==> config.mk <==
export PLATFORM = sky130hd
export DESIGN_NAME = pipe_hazard_ctrl
export DESIGN_NICKNAME = d
export VERILOG_FILES = /design/src/rtl/pipe_hazard_ctrl.sv
export SDC_FILE = /design/constraint.sdc
export NUM_CORES = 1
export LEC_CHECK = 0
export CORE_ASPECT_RATIO = 0.9
export CORE_MARGIN = 3
export CORE_UTILIZATION = 40
export CTS_CLUSTER_DIAMETER = 50
export CTS_CLUSTER_SIZE = 30
export DETAILED_ROUTE_END_ITERATION = 8
export PLACE_DENSITY = 0.7
export SLEW_MARGIN = 20
export SYNTH_ARGS = -nofsm -noshare
export SYNTH_HDL_FRONTEND = slang
export SYNTH_SLANG_ARGS = --single-unit
==> constraint.sdc <==
create_clock -name Clk_i -period 2.49 [get_ports Clk_i]
set_input_delay 0.747 -clock Clk_i [delete_from_list [all_inputs] [get_ports Clk_i]]
set_output_delay 0.747 -clock Clk_i [all_outputs]
set_load 0.01 [all_outputs]
==> src/rtl/pipe_hazard_ctrl.sv <==
// Hazard and shared-RAM controller for the 16-bit five-stage core: sequences PC, IF/ID
// and ID/EX around load-use stalls, taken branches and MEM-stage RAM bank accesses.
module pipe_hazard_ctrl #(
   parameter int MEM_WAIT = 2
) (
   input  logic        Clk_i,
   input  logic        Rst_i,
   input  logic [2:0]  IdRx_i,
   input  logic [2:0]  IdRy_i,
   input  logic        IdUseRx_i,
   input  logic        IdUseRy_i,
   input  logic        ExMemRead_i,
   input  logic [2:0]  ExRd_i,
   input  logic        BranchTaken_i,
   input  logic        MemReq_i,
   output logic        PcWrite_o,
   output logic        IfIdHold_o,
   output logic        IfIdRst_o,
   output logic        IdExFlush_o,
   output logic        BackStall_o,
   output logic        MemGrant_o,
   output logic [15:0] StallCnt_o
);

   typedef enum logic {RUN, MEM} state_t;

   state_t      state_q, state_d;
   logic [3:0]  cnt_q, cnt_d;
   logic [15:0] stall_cnt_q, stall_cnt_d;
   logic        load_use;

   function automatic logic [15:0] sat_inc(input logic [15:0] v);
      return (v == 16'hFFFF) ? v : v + 16'd1;
   endfunction

   assign load_use = ExMemRead_i &
                     ((IdUseRx_i & (IdRx_i == ExRd_i)) | (IdUseRy_i & (IdRy_i == ExRd_i)));

   always_comb begin
      PcWrite_o   = 1'b0;
      IfIdHold_o  = 1'b0;
      IfIdRst_o   = 1'b0;
      IdExFlush_o = 1'b0;
      BackStall_o = 1'b0;
      MemGrant_o  = 1'b0;
      state_d     = state_q;
      cnt_d       = cnt_q;

      if (Rst_i) begin
         // Reset squashes the front-end and drops any grant in the same cycle.
         IfIdRst_o   = 1'b1;
         IdExFlush_o = 1'b1;
      end else begin
         unique case (state_q)
            RUN: begin
               if (MemReq_i) begin
                  // Back-end frozen, so any branch/load-use re-presents after the access.
                  MemGrant_o  = 1'b1;
                  BackStall_o = 1'b1;
                  IfIdHold_o  = 1'b1;
                  state_d     = MEM;
                  cnt_d       = 4'(MEM_WAIT - 2);
               end else if (BranchTaken_i) begin
                  PcWrite_o   = 1'b1;
                  IfIdRst_o   = 1'b1;
                  IdExFlush_o = 1'b1;
               end else if (load_use) begin
                  IfIdHold_o  = 1'b1;
                  IdExFlush_o = 1'b1;
               end else begin
                  PcWrite_o   = 1'b1;
               end
            end
            MEM: begin
               MemGrant_o = 1'b1;
               IfIdHold_o = 1'b1;
               if (cnt_q != 4'd0) begin
                  BackStall_o = 1'b1;
                  cnt_d       = cnt_q - 4'd1;
               end else begin
                  // Last grant cycle: EX advances while ID stays held, so bubble ID/EX.
                  IdExFlush_o = 1'b1;
                  state_d     = RUN;
               end
            end
            default: begin
               state_d = RUN;
               cnt_d   = 4'd0;
            end
         endcase
      end
   end

   assign stall_cnt_d = PcWrite_o ? stall_cnt_q : sat_inc(stall_cnt_q);

   always_ff @(posedge Clk_i) begin
      if (Rst_i) begin
         state_q     <= RUN;
         cnt_q       <= 4'd0;
         stall_cnt_q <= 16'd0;
      end else begin
         state_q     <= state_d;
         cnt_q       <= cnt_d;
         stall_cnt_q <= stall_cnt_d;
      end
   end

   assign StallCnt_o = stall_cnt_q;

endmodule

==> metrics list <==
* Outcome: finished, final reports clean
- Summed over all layers, the global routing overflow is 0.
- Residual antenna-violating net count after detailed routing: 0
- The worst setup path is launched from an input port.
- Buffers inserted during clock tree synthesis total 3.
- Category of the worst setup path capture point: output pin
- For this design the static power due to leakage is around 0.65 nW.
* # fillers: between 200 and 300
* Transition at the pin with the smallest max-transition slack: around 0.48 ns
- After detailed routing, the total wire length is about 3.0 mm.
- Layout cells sized above 1: a little over a quarter
- TritonCTS clock tree: yes
- Clock-pin slew was measured on the worst setup and hold paths at roughly 0.13 ns.
- Row generation in the floorplan step produced 18 rows.
- Worst Min Path Start: cnt_q[3]$_SDFFE_PP0P_
* Cell Count, Final, Fillers Out: around 230
- Number of optimization iterations in the first detailed-route pass: 4
* Clock sink total: 21
* Area Growth Syn to Fin: 40.9%
* Total Die Area: between 3000 and 4000 µm²
- Antenna violations before repair: 0
- For the final database, setup skew stands at ~0.021 ns.
- Setup violations remaining at the end of the flow were counted as 0.
- The biggest area contributor in the post-synthesis netlist is sky130_fd_sc_hd__dfxtp_1.
- Drt drc: 0
- Cell count after synthesis: 148
* Number of hold violations in the final report: 0
* Timing-limited maximum frequency: between 400 and 500 MHz
* Type of the worst setup path: input port to output pin
* Number of nets produced by synthesis: roughly 170
- Top cell type's share of synthesized area: between 30% and 40%
* Worst path arrival time: ~1.7 ns
- Largest fanout on the critical path: 2
* First-pass GRT wire length: about 5 mm
- The max-slew violation count came to 0.
* Post-synthesis sequential element count: 21
- STA puts the critical path data required time at approximately 1.7 ns.
- After synthesis, the mean cell area works out to ~8.3 µm².
- After synthesis, the most frequently instantiated cells are 23 x sky130_fd_sc_hd__nor2_1, 21 x sky130_fd_sc_hd__dfxtp_1, 11 x sky130_fd_sc_hd__a21oi_1, 7 x sky130_fd_sc_hd__o21ai_0.
* Total cell area at the placement stage: ~1700 µm²
* Count of buffers from port buffering: 37
* Most common cell in the synthesized netlist: sky130_fd_sc_hd__nor2_1
- Post-detailed-placement half-perimeter wirelength: between 2 and 2.5 mm
* Asr flop ratio synth: 0%
- The startpoint identified for the worst register-to-register timing path is StallCnt_o[0]$_SDFFE_PP0P_.
- The via count of the first global-routing pass came to 1,093.
* Kind of path behind the tightest hold check: register to register
* Post-synthesis cell area: 1230 µm²
- The repair_antennas step left the layout with diodes totalling 0.
- Top post-synthesis cells by area: sky130_fd_sc_hd__dfxtp_1 34%, sky130_fd_sc_hd__nor2_1 7.0%, sky130_fd_sc_hd__a21oi_1 4.5%, sky130_fd_sc_hd__xnor2_1 4.3%, sky130_fd_sc_hd__xor2_1 4.3%
- Measured along the x axis, the die boundary spans about 64 µm.
- The clock reaches the later pin of the worst-skew pair after about 0.32 ns.
- Counting flops with a built-in enable in the synthesized netlist gives 0.
- Final worst hold slack: 0.505 ns
- In this run, placement finished with an instance count of 230.
- The core region is approximately 2800 µm².
- The most used flip-flop cell after synthesis is sky130_fd_sc_hd__dfxtp_1.
* Synth unique cells: 37
- No sink is reached through more buffers than the 2 on the longest clock path.
* Setup WS post-layout: 0.0553 ns
- In this run, post-CTS hold repair placed 0 buffers.
- After the last flow step, the layout net total stands at 214.
- The tree is rooted in a sky130_fd_sc_hd__clkbuf_4.
- RD Place Congestion: between 0.8 and 0.9
* Sum of internal, switching and leakage power: about 0.67 mW
- Once layout is done, the placed cells without fillers occupy approximately 1700 µm².
* Initial Util: between 40% and 50%
- After layout, the minimum clock period comes to approximately 2.4 ns.
- Measured against its own limit, the worst slew margin works out to between 60% and 70%.
- VDD sags by at most around 0.31 mV.
* Clock H-tree levels: 1
- Pin count of the biggest net entering global routing: 13
- The most critical setup path has its startpoint at ExRd_i[1].
* Total of warnings raised by yosys: 0
- Max-cap viol count: 0
- Setup repair after global routing left no endpoint under its margin.
- Dividing the detail-routed wire length by the instance count gives between 10 and 15 µm.
* Worst Setup Slack post-DPL: -0.770 ns
* Total via count in the routed design: 1,164
- Number of I/O pins: 38
- Dividing the detail-routed via count by the number of cells gives between 4 and 5.
- Power density cells: a little under 400 nW/µm²
* Sequential cell area fraction in the yosys report: roughly a third
* Aggregate global-route resource usage: between 15 and 20%
- Iteration-0 DRC Markers: 76
- The final critical path takes up slightly below 100% of the cycle.
- The floorplan step set the die height to just under 60 µm.
metrics by stage:
stage	TNS, ns	utilization (%)
floorplan	0	-
global placement	-6.49	59.5
detailed placement	-7.58	59.5
CTS	0	59.3
global route	0	60.9
finish	0	60.9
cell families (layout without fill, tap and decap cells):
kind of cell / after synthesis / in the layout / synth area share (%)
simple gates: 63 / 63 / 27.3
mux: 3 / 3 / 2.85
fa+ha+maj: 3 / 3 / 3.06
flops: 21 / 21 / 34.3
xor+xnor: 12 / 12 / 8.56
buf+inv: 14 / 60 / 6.52
compound gates: 32 / 32 / 17.4
per-layer routing:
| metal | vias up | track usage [%] | wire, µm |
|---|---|---|---|
| met4 | 0 | 3.61 | 44 |
| li1 | 609 | - | - |
| met2 | 20 | 28.7 | 1500 |
| met5 | - | 0 | 0 |
| met1 | 528 | 20.9 | 1350 |
| met3 | 7 | 4.39 | 114 |
area by class of cell:
type,count,area [µm²],share of cell area [%]
multi-input cells,113,786,45.4
repair buffers,50,423,24.5
flip-flops and latches,21,420,24.3
well taps,40,50.0,2.89
clock buffers,3,22.5,1.30
inverters,6,22.5,1.30
clock inverters,1,5.00,0.289
critical path: stages:
cell and delay [ns]:
sky130_fd_sc_hd__buf_6 0.11, sky130_fd_sc_hd__xnor2_2 0.14, sky130_fd_sc_hd__nand4_1 0.20, sky130_fd_sc_hd__a21oi_4 0.21, sky130_fd_sc_hd__buf_6 0.11, sky130_fd_sc_hd__nor2_1 0.03
sky130_fd_sc_hd__buf_2 0.13
worst paths after layout:
check	to	slack, ns	cells after the start
max	PcWrite_o	0.06	7
min	cnt_q[3]$_SDFFE_PP0P_	0.51	1
max reg2reg	StallCnt_o[4]$_SDFFE_PP0P_	0.28	8
min reg2reg	cnt_q[3]$_SDFFE_PP0P_	0.51	1
cells in the final DEF, fill, tap and decap left out, types with 4 or more instances in the layout:
cell type and count:
sky130_fd_sc_hd__nor2_1 22, sky130_fd_sc_hd__o21ai_0 6, sky130_fd_sc_hd__dlygate4sd2_1 7, sky130_fd_sc_hd__nor3_1 4
sky130_fd_sc_hd__buf_4 12, sky130_fd_sc_hd__xnor2_2 5, sky130_fd_sc_hd__o211ai_1 5, sky130_fd_sc_hd__clkdlybuf4s50_1 16
sky130_fd_sc_hd__nand2_1 5, sky130_fd_sc_hd__xor2_1 6, sky130_fd_sc_hd__dfxtp_1 21, sky130_fd_sc_hd__o31ai_1 4
sky130_fd_sc_hd__nand4_1 4, sky130_fd_sc_hd__a21oi_1 10, sky130_fd_sc_hd__inv_1 6, sky130_fd_sc_hd__buf_2 7
flip-flops by register name (all words and copies together), names as in the netlist:
signal / flops
cnt_q: 4
StallCnt_o: 16
state_q: 1
timing repair:
| item | 4_1_cts | 5_1_grt |
|---|---|---|
| pin swaps | 13 | 12 |
| resized for setup | 56 | 18 |
| setup buffers | 0 | 0 |
| endpoints found under the setup margin | 13 | 4 |
| cloned | 0 | 0 |
power by group:
part           switching [mW]  internal (mW)  leakage (nW)
Clock                   0.109         0.0601        0.0177
Sequential             0.0120          0.344         0.170
Combinational          0.0656         0.0764         0.464
Total                   0.187          0.481         0.652
Power figures use the tool's default switching activity.
